File: config.mk
export PLATFORM = sky130hd
export DESIGN_NAME = cnn_layer_sequencer
export DESIGN_NICKNAME = d
export VERILOG_FILES = /design/src/rtl/cnn_layer_sequencer.sv
export SDC_FILE = /design/constraint.sdc
export NUM_CORES = 1
export LEC_CHECK = 0
export BUFFER_PORTS_ARGS = -buffer_cell sky130_fd_sc_hd__buf_2
export CAP_MARGIN = 20
export CORE_ASPECT_RATIO = 0.5
export CORE_MARGIN = 1
export CORE_UTILIZATION = 50
export CTS_CLUSTER_SIZE = 28
export DETAILED_ROUTE_END_ITERATION = 8
export PLACE_DENSITY_LB_ADDON = 0.25
export SLEW_MARGIN = 30
export SYNTH_ARGS = -nofsm -noshare
export SYNTH_HDL_FRONTEND = slang
export SYNTH_SLANG_ARGS = --single-unit
File: constraint.sdc
create_clock -name i_clk -period 5.35 [get_ports i_clk]
set_input_delay 0.8025 -clock i_clk [delete_from_list [all_inputs] [get_ports i_clk]]
set_output_delay 0.8025 -clock i_clk [all_outputs]
set_load 0.1 [all_outputs]
File: src/rtl/cnn_layer_sequencer.sv
// cnn_layer_sequencer: steps one CNN inference through load, conv/pool and FC layers,
// with a zero-code settle gap between layers and a per-layer watchdog.
module cnn_layer_sequencer #(
  parameter int SETTLE_CYCLES = 2,
  parameter int TIMEOUT       = 65535,
  parameter int WDT_W         = 16
) (
  input  logic        i_clk,
  input  logic        i_rst_n,
  input  logic        i_start,
  input  logic        i_abort,
  input  logic        i_img_loaded,
  input  logic [7:0]  i_return_ctrl,
  output logic [7:0]  o_ctrl,
  output logic        o_busy,
  output logic        o_done,
  output logic        o_error,
  output logic [2:0]  o_err_layer,
  output logic [31:0] o_total_cycles
);
  localparam int GW = $clog2(SETTLE_CYCLES + 1);
  // Layer states hold their ctrl code in the low bits; bit 3 marks the zero-code states.
  typedef enum logic [3:0] {
    IDLE = 4'd0, LOAD = 4'd1, CONV1 = 4'd2, POOL1 = 4'd3, CONV2 = 4'd4,
    POOL2 = 4'd5, FC = 4'd6, GAP = 4'd8, DONE = 4'd9, ERR = 4'd10
  } state_t;
  state_t           r_state, r_next;
  logic [WDT_W-1:0] r_wdt;
  logic [GW-1:0]    r_gap;
  logic             r_busy, r_done, r_error;
  logic [2:0]       r_err_layer;
  logic [31:0]      r_total;
  logic [2:0]       w_code;
  logic             w_cmp, w_expire;
  assign w_code = r_state[3] ? 3'd0 : r_state[2:0];
  // A zero watchdog means first cycle in the layer, where a stale echo must not count.
  assign w_cmp = (r_state == LOAD) ? (i_img_loaded && i_return_ctrl == 8'd1)
                                   : (r_wdt != '0 && i_return_ctrl == {5'd0, w_code});
  assign w_expire = r_wdt == WDT_W'(TIMEOUT - 1);
  always_ff @(posedge i_clk or negedge i_rst_n) begin
    if (!i_rst_n) begin
      r_state     <= IDLE;
      r_next      <= IDLE;
      r_wdt       <= '0;
      r_gap       <= '0;
      r_busy      <= 1'b0;
      r_done      <= 1'b0;
      r_error     <= 1'b0;
      r_err_layer <= '0;
      r_total     <= '0;
    end else begin
      r_done <= 1'b0;
      if (r_busy && r_total != '1) r_total <= r_total + 32'd1;
      if (i_abort && r_busy) begin
        r_state <= IDLE;
        r_busy  <= 1'b0;
      end else begin
        case (r_state)
          IDLE: if (i_start && !i_abort) begin
            r_state <= LOAD;
            r_busy  <= 1'b1;
            r_total <= '0;
            r_wdt   <= '0;
          end
          LOAD, CONV1, POOL1, CONV2, POOL2, FC:
            if (w_cmp) begin
              r_state <= (r_state == FC) ? DONE : GAP;
              r_next  <= state_t'(r_state + 4'd1);
              r_gap   <= '0;
              r_busy  <= r_state != FC;
              r_done  <= r_state == FC;
            end else if (w_expire) begin
              r_state     <= ERR;
              r_error     <= 1'b1;
              r_err_layer <= w_code;
              r_busy      <= 1'b0;
            end else begin
              r_wdt <= r_wdt + WDT_W'(1);
            end
          GAP:
            if (r_gap == GW'(SETTLE_CYCLES - 1)) begin
              r_state <= r_next;
              r_wdt   <= '0;
            end else begin
              r_gap <= r_gap + GW'(1);
            end
          DONE: r_state <= IDLE;
          ERR: if (i_abort) begin
            r_state     <= IDLE;
            r_error     <= 1'b0;
            r_err_layer <= '0;
          end
          default: r_state <= IDLE;
        endcase
      end
    end
  end
  assign o_ctrl         = {5'd0, w_code};
  assign o_busy         = r_busy;
  assign o_done         = r_done;
  assign o_error        = r_error;
  assign o_err_layer    = r_err_layer;
  assign o_total_cycles = r_total;
endmodule

# Word-level counts from Yosys, hierarchy flattened
# Index checks and enable logic that the tools add are counted.
dict set report word_totals {
  register_bits 64
  output_inout_bits 46
  elab_cells 97
  inputBits 13
}
dict set report classes {
  addsub 4
  muxes 38
  eq_ne 26
  bitwise 1
  n_reduce_logical 19
}
# operator count
set ops {}
lappend ops {{32-bit 2-to-1 mux} 4}
lappend ops {{16-bit 2-to-1 mux} 4}
lappend ops {{16-bit one-hot mux with 3 select lines} 1}
lappend ops {{32-bit by 1-bit adder with 32-bit output (second input constant)} 1}
lappend ops {{32-bit inequality test (second input constant)} 1}
lappend ops {{4-bit 2-to-1 mux} 6}
lappend ops {{16-bit by 1-bit adder with 16-bit output (second input constant)} 1}
lappend ops {{16-bit == test (second input constant)} 1}
lappend ops {{2-bit inequality test (second input constant)} 8}
lappend ops {{4-bit one-hot mux with 4 select lines} 1}
lappend ops {{16-bit nonzero test} 1}
lappend ops {{4-bit by 3-bit == test with 1-bit output (second input constant)} 3}
lappend ops {{1-bit 2-to-1 mux} 12}
lappend ops {{3-bit 2-to-1 mux} 4}
lappend ops {{3-bit inequality test (second input constant)} 3}
lappend ops {{4-bit by 2-bit == test with 1-bit output (second input constant)} 2}
lappend ops {{4-bit == test (second input constant)} 2}
lappend ops {{8-bit by 1-bit == test with 1-bit output (second input constant)} 1}
lappend ops {{8-bit by 3-bit == test with 1-bit output} 1}
lappend ops {{4-bit AND reduction} 2}
lappend ops {{3-bit one-hot mux with 2 select lines} 1}
lappend ops {{3-bit AND reduction} 2}
lappend ops {{6-bit AND reduction} 1}
lappend ops {{3-bit nonzero test} 2}
lappend ops {{other kinds (16)} 23}

# Logic depth before layout (Yosys ltp)
# Gate-level depths: netlist of the first run.
dict set report logic_depth {
  depth_word 7
  ltp_mapped 9
}

# Worst setup path before layout of the first run
# OpenSTA, ideal clock, no wires.
dict set report synth_timing {
  path_kind {register -> register}
  from {reg r_total[3] (netlist: o_total_cycles[3])}
  to {reg r_total[28] (netlist: o_total_cycles[28])}
  setup_ns 0.078
  slack_ns 2.538
  period_less_slack_ns 2.812
  stages_incl_launch_ff 8
  t_required_ns 5.272
  arrival_time_ns 2.734
  path_cell_list {dfrtp_1 > nand4_4 > nor4_4 > nand2_2 > or3b_1 > buf_2 > or3_1 > a21oi_1}
}
dict set report synth_between {
  elab_chain_cells 6
  word_cells_on_any_way 7
  cone_classes {add/sub: 1; eq/ne: 1; mux: 4; reduce/logical: 1}
}
# item line_no
set synth_lines {}
lappend synth_lines {{start, declared} 32} ;# logic [31:0] r_total;
lappend synth_lines {{start signal, assigned} 53} ;# if (r_busy && r_total != '1) r_total <= r_total + 32'd1;
lappend synth_lines {{branches (longest 2 deep; another with 32-bit by 1-bit adder with 32-bit output)} --}
lappend synth_lines {{32-bit 2-to-1 mux (*)} 53}
lappend synth_lines {{32-bit 2-to-1 mux} 59} ;# IDLE: if (i_start && !i_abort) begin
lappend synth_lines {{32-bit 2-to-1 mux} 58} ;# case (r_state)
lappend synth_lines {{32-bit 2-to-1 mux (*)} 54} ;# if (i_abort && r_busy) begin
# Mark *: on every way between the ends.
# A chain may end at the register's enable or synchronous reset.

# Worst setup path after layout of the first run
dict set report layout_timing {
  from {in i_return_ctrl[5]}
  to {reg r_state[3]}
}
dict set report layout_between {
  elab_chain_cells 6
  word_cells_on_any_way 10
  cone_classes {eq/ne: 3; mux: 4; reduce/logical: 3}
}
# item line_no
set layout_lines {}
lappend layout_lines {{start, declared} 13} ;# input logic [7:0] i_return_ctrl,
lappend layout_lines {{8-bit by 3-bit == test with 1-bit output / 8-bit by 1-bit == test with 1-bit output (equally long branches)} {38, 37}}
lappend layout_lines {{1-bit logical AND, on equally long branches} {38, 37}}
lappend layout_lines {{1-bit 2-to-1 mux (*)} 37} ;# assign w_cmp = (r_state == LOAD) ? (i_img_loaded && i_return_ctrl == 8'd1)
lappend layout_lines {{4-bit 2-to-1 mux} 66} ;# if (w_cmp) begin
lappend layout_lines {{4-bit one-hot mux with 4 select lines} 58}
lappend layout_lines {{4-bit 2-to-1 mux} 54}
lappend layout_lines {{end signal, assigned} 67} ;# r_state <= (r_state == FC) ? DONE : GAP;
lappend layout_lines {{end signal, assigned} 82} ;# r_state <= r_next;
lappend layout_lines {{end, declared} 27} ;# state_t r_state, r_next;
# Mark *: on every way between the ends. The rest lies on a longest branch, timed or not.

==> metrics.yaml, run 1 <==
status: "finished clean"
synth_top_cell_area_share_pct: 40.9
cts_sinks: 64
clock_path_buffers: 2
antenna_cells: 0
core_um2: 7460
regToRegSetupSlack_ns: 2.53
grt_use_total_pct: 24.3
place.gp.congestion: 0.828
nNetsFinal: 525
cts_hold_buf: 0
cp-end-kind: "register"
p_sw_share_pct: 43.9
critPathArrivalTime_ns: 3.07
num_vias: 3530
synthCells: 452
peakVddDrop_uv: 227
p_leak_nw: 2.11
fmax_mhz: 352
synth_flop_cell: "dfrtp_1"
die_w_um: 127
io_pins: 59
nFillCells: 688
gr-total-overflow: 0
drcViolationCount: 0
power.density_nw_per_um2: 446
cts_inserted_buffers: 9
setup_tns_ns: 0
worstPathRequired_ns: 5.58
ys_seq_area_share_pct: 40.9
avgViaCountPerCell: 5.75
intPower_mw: 1.15
initial_utilization_pct: 52.5
drive_above_1_share_pct: 17.6
clk-insertion-delay-late_ns: 0.33
worstHoldPathType: "reg -> reg"
cts_setup_buffers: 0
path_class: "in -> reg"
cts.htree.levels: 3
grt_pass1_wl_mm: 15.6
final_common_cell: "dfrtp_1"
place_hpwl_mm: 6.25
p_comb_share_pct: 39.7
chipHeight_um: 64.6
die_area_um2: 8220
antenna_found_initial: 0
fin_skew_ns: 0.00575
rsz0062_at_grt: "no"
async_flop_share_pct: 100
synth_area_per_cell_um2: 8.67
layout_common_cells: "dfrtp_1, nand2_1, nor2_1"
whs_ns: 0.499
synth_edf_count: 0
first_global_vias: 3217
drt_iter0_markers: 253
yosys_warnings: 0
power_frac_clock_pct: 30.2
grtUsageMet3_pct: 6.44
p_switching_uw: 897
synthTopCellsByArea: "dfrtp_1, nand2_1, nor2_1"
fin_crit_sh_pct: 53.2
wirelength_mm: 9.11
finalHoldViolCount: 0
ant_nets: 0
clk_pin_slew_ns: 0.05
rows: 22
cpPeakStageDelay_ns: 0.69
drt_first_pass_iters: 5
seqPwrFrac_pct: 30.1
cp-start-kind: "primary input"
portBuffers: 53
synthToLayoutAreaGrowth_pct: 16.9
synth.cell_area_um2: 3920
cpMaxStageDelayCell: "o21ai_1"
clock-root-buffer: "clkbuf_16"
synth_cell_types: 59
setup_viol: 0
use_met1_pct: 33.6
final_core_util_pct: 61.4
cts_tree: "yes"
tightest_slew_ns: 0.921
maxCapViolCount: 0
ys_ff_latch: 64
drv_slew: 0
cts_resized: 0
slew_headroom_pct: 38.6
use_met2_pct: 38.3
critPathMaxFanout: 11
yosysTopAreaCell: "dfrtp_1"
grt_max_degree: 65
avgRoutedWirePerCell_um: 14.8
crit_path_cell_trace: "buf_2 > or4_1 > nor3_1 > o21ai_0 > o21ai_1 > nand2_1 > o32ai_1"
globalRoute.busiestLayer: "met2"
period_minus_slack_ns: 2.84
==> power groups by stage <==
stage               clock (mW)  combinational (mW)  sequential [mW]
finish                   0.618               0.811            0.616
global route             0.652               0.877            0.628
CTS                      0.629               0.809            0.615
detailed placement           0               0.804            0.623
global placement             0               0.801            0.622
floorplan                    0               0.447            0.799
==> through the flow <==
step | power, mW | setup slack (ns) | cell area (um2) | cells
2_1_floorplan | 1.25 | 2.54 | 3940 | 456
3_3_place_gp | 1.42 | 1.98 | 4270 | 600
3_5_place_dp | 1.43 | 2.23 | 4270 | 600
4_1_cts | 2.05 | 2.55 | 4580 | 614
5_1_grt | 2.16 | 2.31 | 4580 | 614
6_report | 2.04 | 2.51 | 4580 | 614
==> registers in the layout (all words and copies together) (netlist names) <==
register and cells:
r_wdt 16, o_error 1, r_next 4, o_busy 1
r_gap 2, r_state 4, o_total_cycles 32, o_err_layer 3
o_done 1
==> logic make-up (layout without fill, tap and decap cells) <==
logic type	count (synthesis)	after routing	share of synthesized area, %
XOR/XNOR	29	29	6.48
adder cells (fa/ha/maj)	9	9	2.87
multiplexers	9	9	2.43
AND/OR/NAND/NOR	224	224	29.1
flip-flops	64	64	40.9
buffers and inverters	41	91	4.50
other	1	5	0.0957
AO/OA/AOI/OAI	75	75	13.6
==> path summary, 6_finish.rpt <==
path / startpoint / to / depth (start not counted)
setup reg to reg: r_state[0] / r_wdt[10] / 8
hold reg to reg: o_error / o_error / 1
min in group asynchronous: i_rst_n / r_next[3] / 2
hold / removal: o_error / o_error / 1
setup / recovery: i_return_ctrl[5] / r_state[3] / 7
max in group asynchronous: i_rst_n / o_total_cycles[26] / 2
==> routing by layer <==
layer / vias up / routed length, um
li1: 1725 / -
met2: 121 / 4020
met4: 0 / 69
met5: - / 0
met1: 1676 / 4480
met3: 8 / 543
==> final cells by class <==
cell class / count / area (um2) / area share, %
Multi-Input combinational cell: 351 / 2170 / 47.3
Sequential cell: 64 / 1600 / 35.0
Timing Repair Buffer: 57 / 295 / 6.44
Clock buffer: 10 / 239 / 5.22
Tap cell: 108 / 135 / 2.95
Inverter: 20 / 75.1 / 1.64
Clock inverter: 4 / 70.1 / 1.53
==> synthesized netlist by cell type, types with 2 or more instances <==
library cell  count
nand2b_1          5
mux2i_1           5
o211ai_1         12
o2111ai_1         3
a21oi_1          12
or3_1             7
and3_1            6
nor4_1            5
nand3_1          23
nor3b_1           2
xnor2_1          12
o311ai_0          5
o311a_1           2
dfrtp_1          64
nor3_1           14
nand4_1          20
buf_2             3
a2bb2oi_1         2
a32oi_1           3
nor2_1           57
ha_1              9
xor2_1           17
o21a_1            3
a211o_1           2
a21boi_0          2
nor2b_1           2
buf_4             5
o21ai_0          13
o211a_1           2
a221oi_1          2
clkbuf_1         13
or2_2             3
mux2_2            4
inv_1            20
nand2_1          58
nand3b_1          2
or4_1             8
a31oi_1           4
==> critical path: cells and delay by family <==
family | cells | cell delay (ns)
buffers and inverters | 1 | 0.09
AND/OR/NAND/NOR | 3 | 1.03
AO/OA/AOI/OAI | 3 | 1.16
Power figures use the tool's default switching activity.
==> run 2: changes to the inputs <==
Clock period 5.35 ns to 2.5 ns, I/O delays scaled along.
==> run 2 against run 1 <==
Effect of this change:
- clock skew down 0.0022 ns
- combinational power rose by 140%
- routed wire length up 4.4%
- sequential share of layout area shrank 0.80 points
- power rose by 120%
- utilization increased by 2.7 points
- final area rose by 4.4%
==> metrics.yaml, run 2 (synthesis gave the netlist of run 1 again) <==
place_hpwl_mm: 6.73  # was 6.25 mm
drive_above_1_share_pct: 26.6  # was 17.6%
drv_slew: 0  # unchanged
layout_common_cells: "nand2_1, nor2_1, buf_2"  # was dfrtp_1, nand2_1, nor2_1
cp-start-kind: "register"  # was primary input
post-place-cells: 622  # was 600
drt_first_pass_iters: 4  # was 5
clk_pin_slew_ns: 0.05  # about the same
setup_viol: 0  # unchanged
seqPwrFrac_pct: 29.6  # was 30.1%
critical-path-top-delay-family: "simple AND/OR/NAND/NOR gates"  # was compound AO/OA/AOI/OAI gates
fmax_mhz: 418
p_comb_share_pct: 43.4  # was 39.7%
maxCapViolCount: 0  # unchanged
final_common_cell: "nand2_1"  # was dfrtp_1
largest_reg_flops: 32  # unchanged
clk-insertion-delay-late_ns: 0.33  # about the same
chipHeight_um: 64.6  # unchanged
power_frac_clock_pct: 27.0  # was 30.2%
avgViaCountPerCell: 5.61  # was 5.75
worstPathRequired_ns: 2.77  # was 5.58 ns
synthToLayoutAreaGrowth_pct: 22.1  # was 16.9%
slew_headroom_pct: 60.9  # was 38.6%
crit_cells: 7  # unchanged
gr-total-overflow: 0  # unchanged
cts_inserted_buffers: 9  # unchanged
grt_max_degree: 44  # was 65
status: "finished clean"  # unchanged
rr_worst_depth: 7  # was 8
first_global_vias: 3323  # was 3217
worstHoldPathType: "in -> async"  # was reg -> reg
rsz0062_at_grt: "no"  # unchanged
ant_nets: 0  # unchanged
cts.htree.levels: 3  # unchanged
fin_crit_sh_pct: 95.7
final_core_util_pct: 64.1  # was 61.4%
die_w_um: 127  # unchanged
place.gp.congestion: 0.849  # was 0.828
cp-end-kind: "register"  # unchanged
p_sw_share_pct: 45.5  # was 43.9%
path_class: "reg -> reg"  # was in -> reg
peakVddDrop_uv: 547  # was 227 uV
portBuffers: 53  # unchanged
rows: 22  # unchanged
setup_tns_ns: 0  # unchanged
p_switching_mw: 2.00  # was 897 uW
crit_path_cell_trace: "nor4_1 > nand4_1 > o2111ai_2 > o21ai_2 > buf_4 > or4b_2 > nand3_1"  # was buf_2 > or4_1 > nor3_1 > o21ai_0 > o21ai_1 > nand2_1 > o32ai_1
cts_setup_buffers: 0  # unchanged
timing.rr.end: "r_wdt[10]"  # unchanged
initial_utilization_pct: 52.5  # unchanged
r2r_start: "r_wdt[5]"  # was r_state[0]
regToRegSetupSlack_ns: 0.11  # was 2.53 ns
startpoint: "r_wdt[5]"  # was i_return_ctrl[5]
wirelength_mm: 9.51  # was 9.11 mm
grt_pass1_wl_mm: 16.1  # was 15.6 mm
nNetsFinal: 547  # was 525
cts_sinks: 64  # unchanged
period_minus_slack_ns: 2.39
clock_path_buffers: 2  # unchanged
cpPeakStageDelay_ns: 0.66  # was 0.69 ns
intPower_mw: 2.40  # was 1.15 mW
cts_hold_buf: 0  # unchanged
p_leak_nw: 2.18  # was 2.11 nW
clock-root-buffer: "clkbuf_16"  # unchanged
cts_tree: "yes"  # unchanged
critPathArrivalTime_ns: 2.66  # was 3.07 ns
finalHoldViolCount: 0  # unchanged
cts_resized: 0  # unchanged
antenna_found_initial: 0  # unchanged
die_area_um2: 8220  # unchanged
avgRoutedWirePerCell_um: 14.9  # was 14.8 um
tightest_slew_ns: 0.581  # was 0.921 ns
layoutNonFillerInstCount: 638  # was 614
drcViolationCount: 0  # unchanged
grt_use_total_pct: 25.1  # was 24.3%
fin_skew_ns: 0.00359  # was 0.00575 ns
num_vias: 3582  # was 3530
endpoint: "r_wdt[10]"  # was r_state[3]
io_pins: 59  # unchanged
critPathBufInv: 1  # unchanged
drt_iter0_markers: 351  # was 253
critPathMaxFanout: 10  # was 11
antenna_cells: 0  # unchanged
core_um2: 7460  # unchanged
power.density_nw_per_um2: 920  # was 446 nW/um2
cpMaxStageDelayCell: "or4b_2"  # was o21ai_1
[run 2: how the worst min path moves through the flow]
stage,startpoint,to,cells past startpoint
after floorplan,i_rst_n,o_busy,0
after global placement,i_rst_n,r_state[0],1
after detailed placement,i_rst_n,r_state[1],1
after CTS,i_rst_n,r_wdt[13],1
after global routing,i_rst_n,r_wdt[12],1
final,i_rst_n,r_state[0],1
[run 2: routing by layer]
layer,track usage [%],wire [um],up-vias
met5,0,0,-
met4,6.99,109,0
met3,6.61,659,15
met2,37.7,4150,119
met1,35.8,4590,1689
li1,-,-,1759
[run 2: cell type report]
class                      instances  area [um2]
sequential                        64        1630
tap                              108         135
multi-input combinational        351        2180
clock buffer                      12         256
inverter                          20        75.1
clock inverter                     4        28.8
timing repair buffer              79         473
fill                             623        2680
[run 2: through the flow]
step	power (mW)	area, um2	hold slack [ns]	setup WS, ns
floorplan	2.68	3970	0.0794	0.00475
global placement	3.15	4480	0.393	0.123
detailed placement	3.18	4480	0.394	0.0150
CTS	4.37	4760	0.0405	0.0105
global route	4.64	4780	0.0628	0.0165
finish	4.40	4780	0.0228	0.107
[run 2: power groups by stage]
stage | clock (mW) | combinational (mW) | sequential, mW
after floorplan | 0 | 0.956 | 1.72
after global placement | 0 | 1.84 | 1.31
after detailed placement | 0 | 1.86 | 1.31
after CTS | 1.20 | 1.87 | 1.30
after global routing | 1.26 | 2.06 | 1.32
final | 1.19 | 1.91 | 1.30
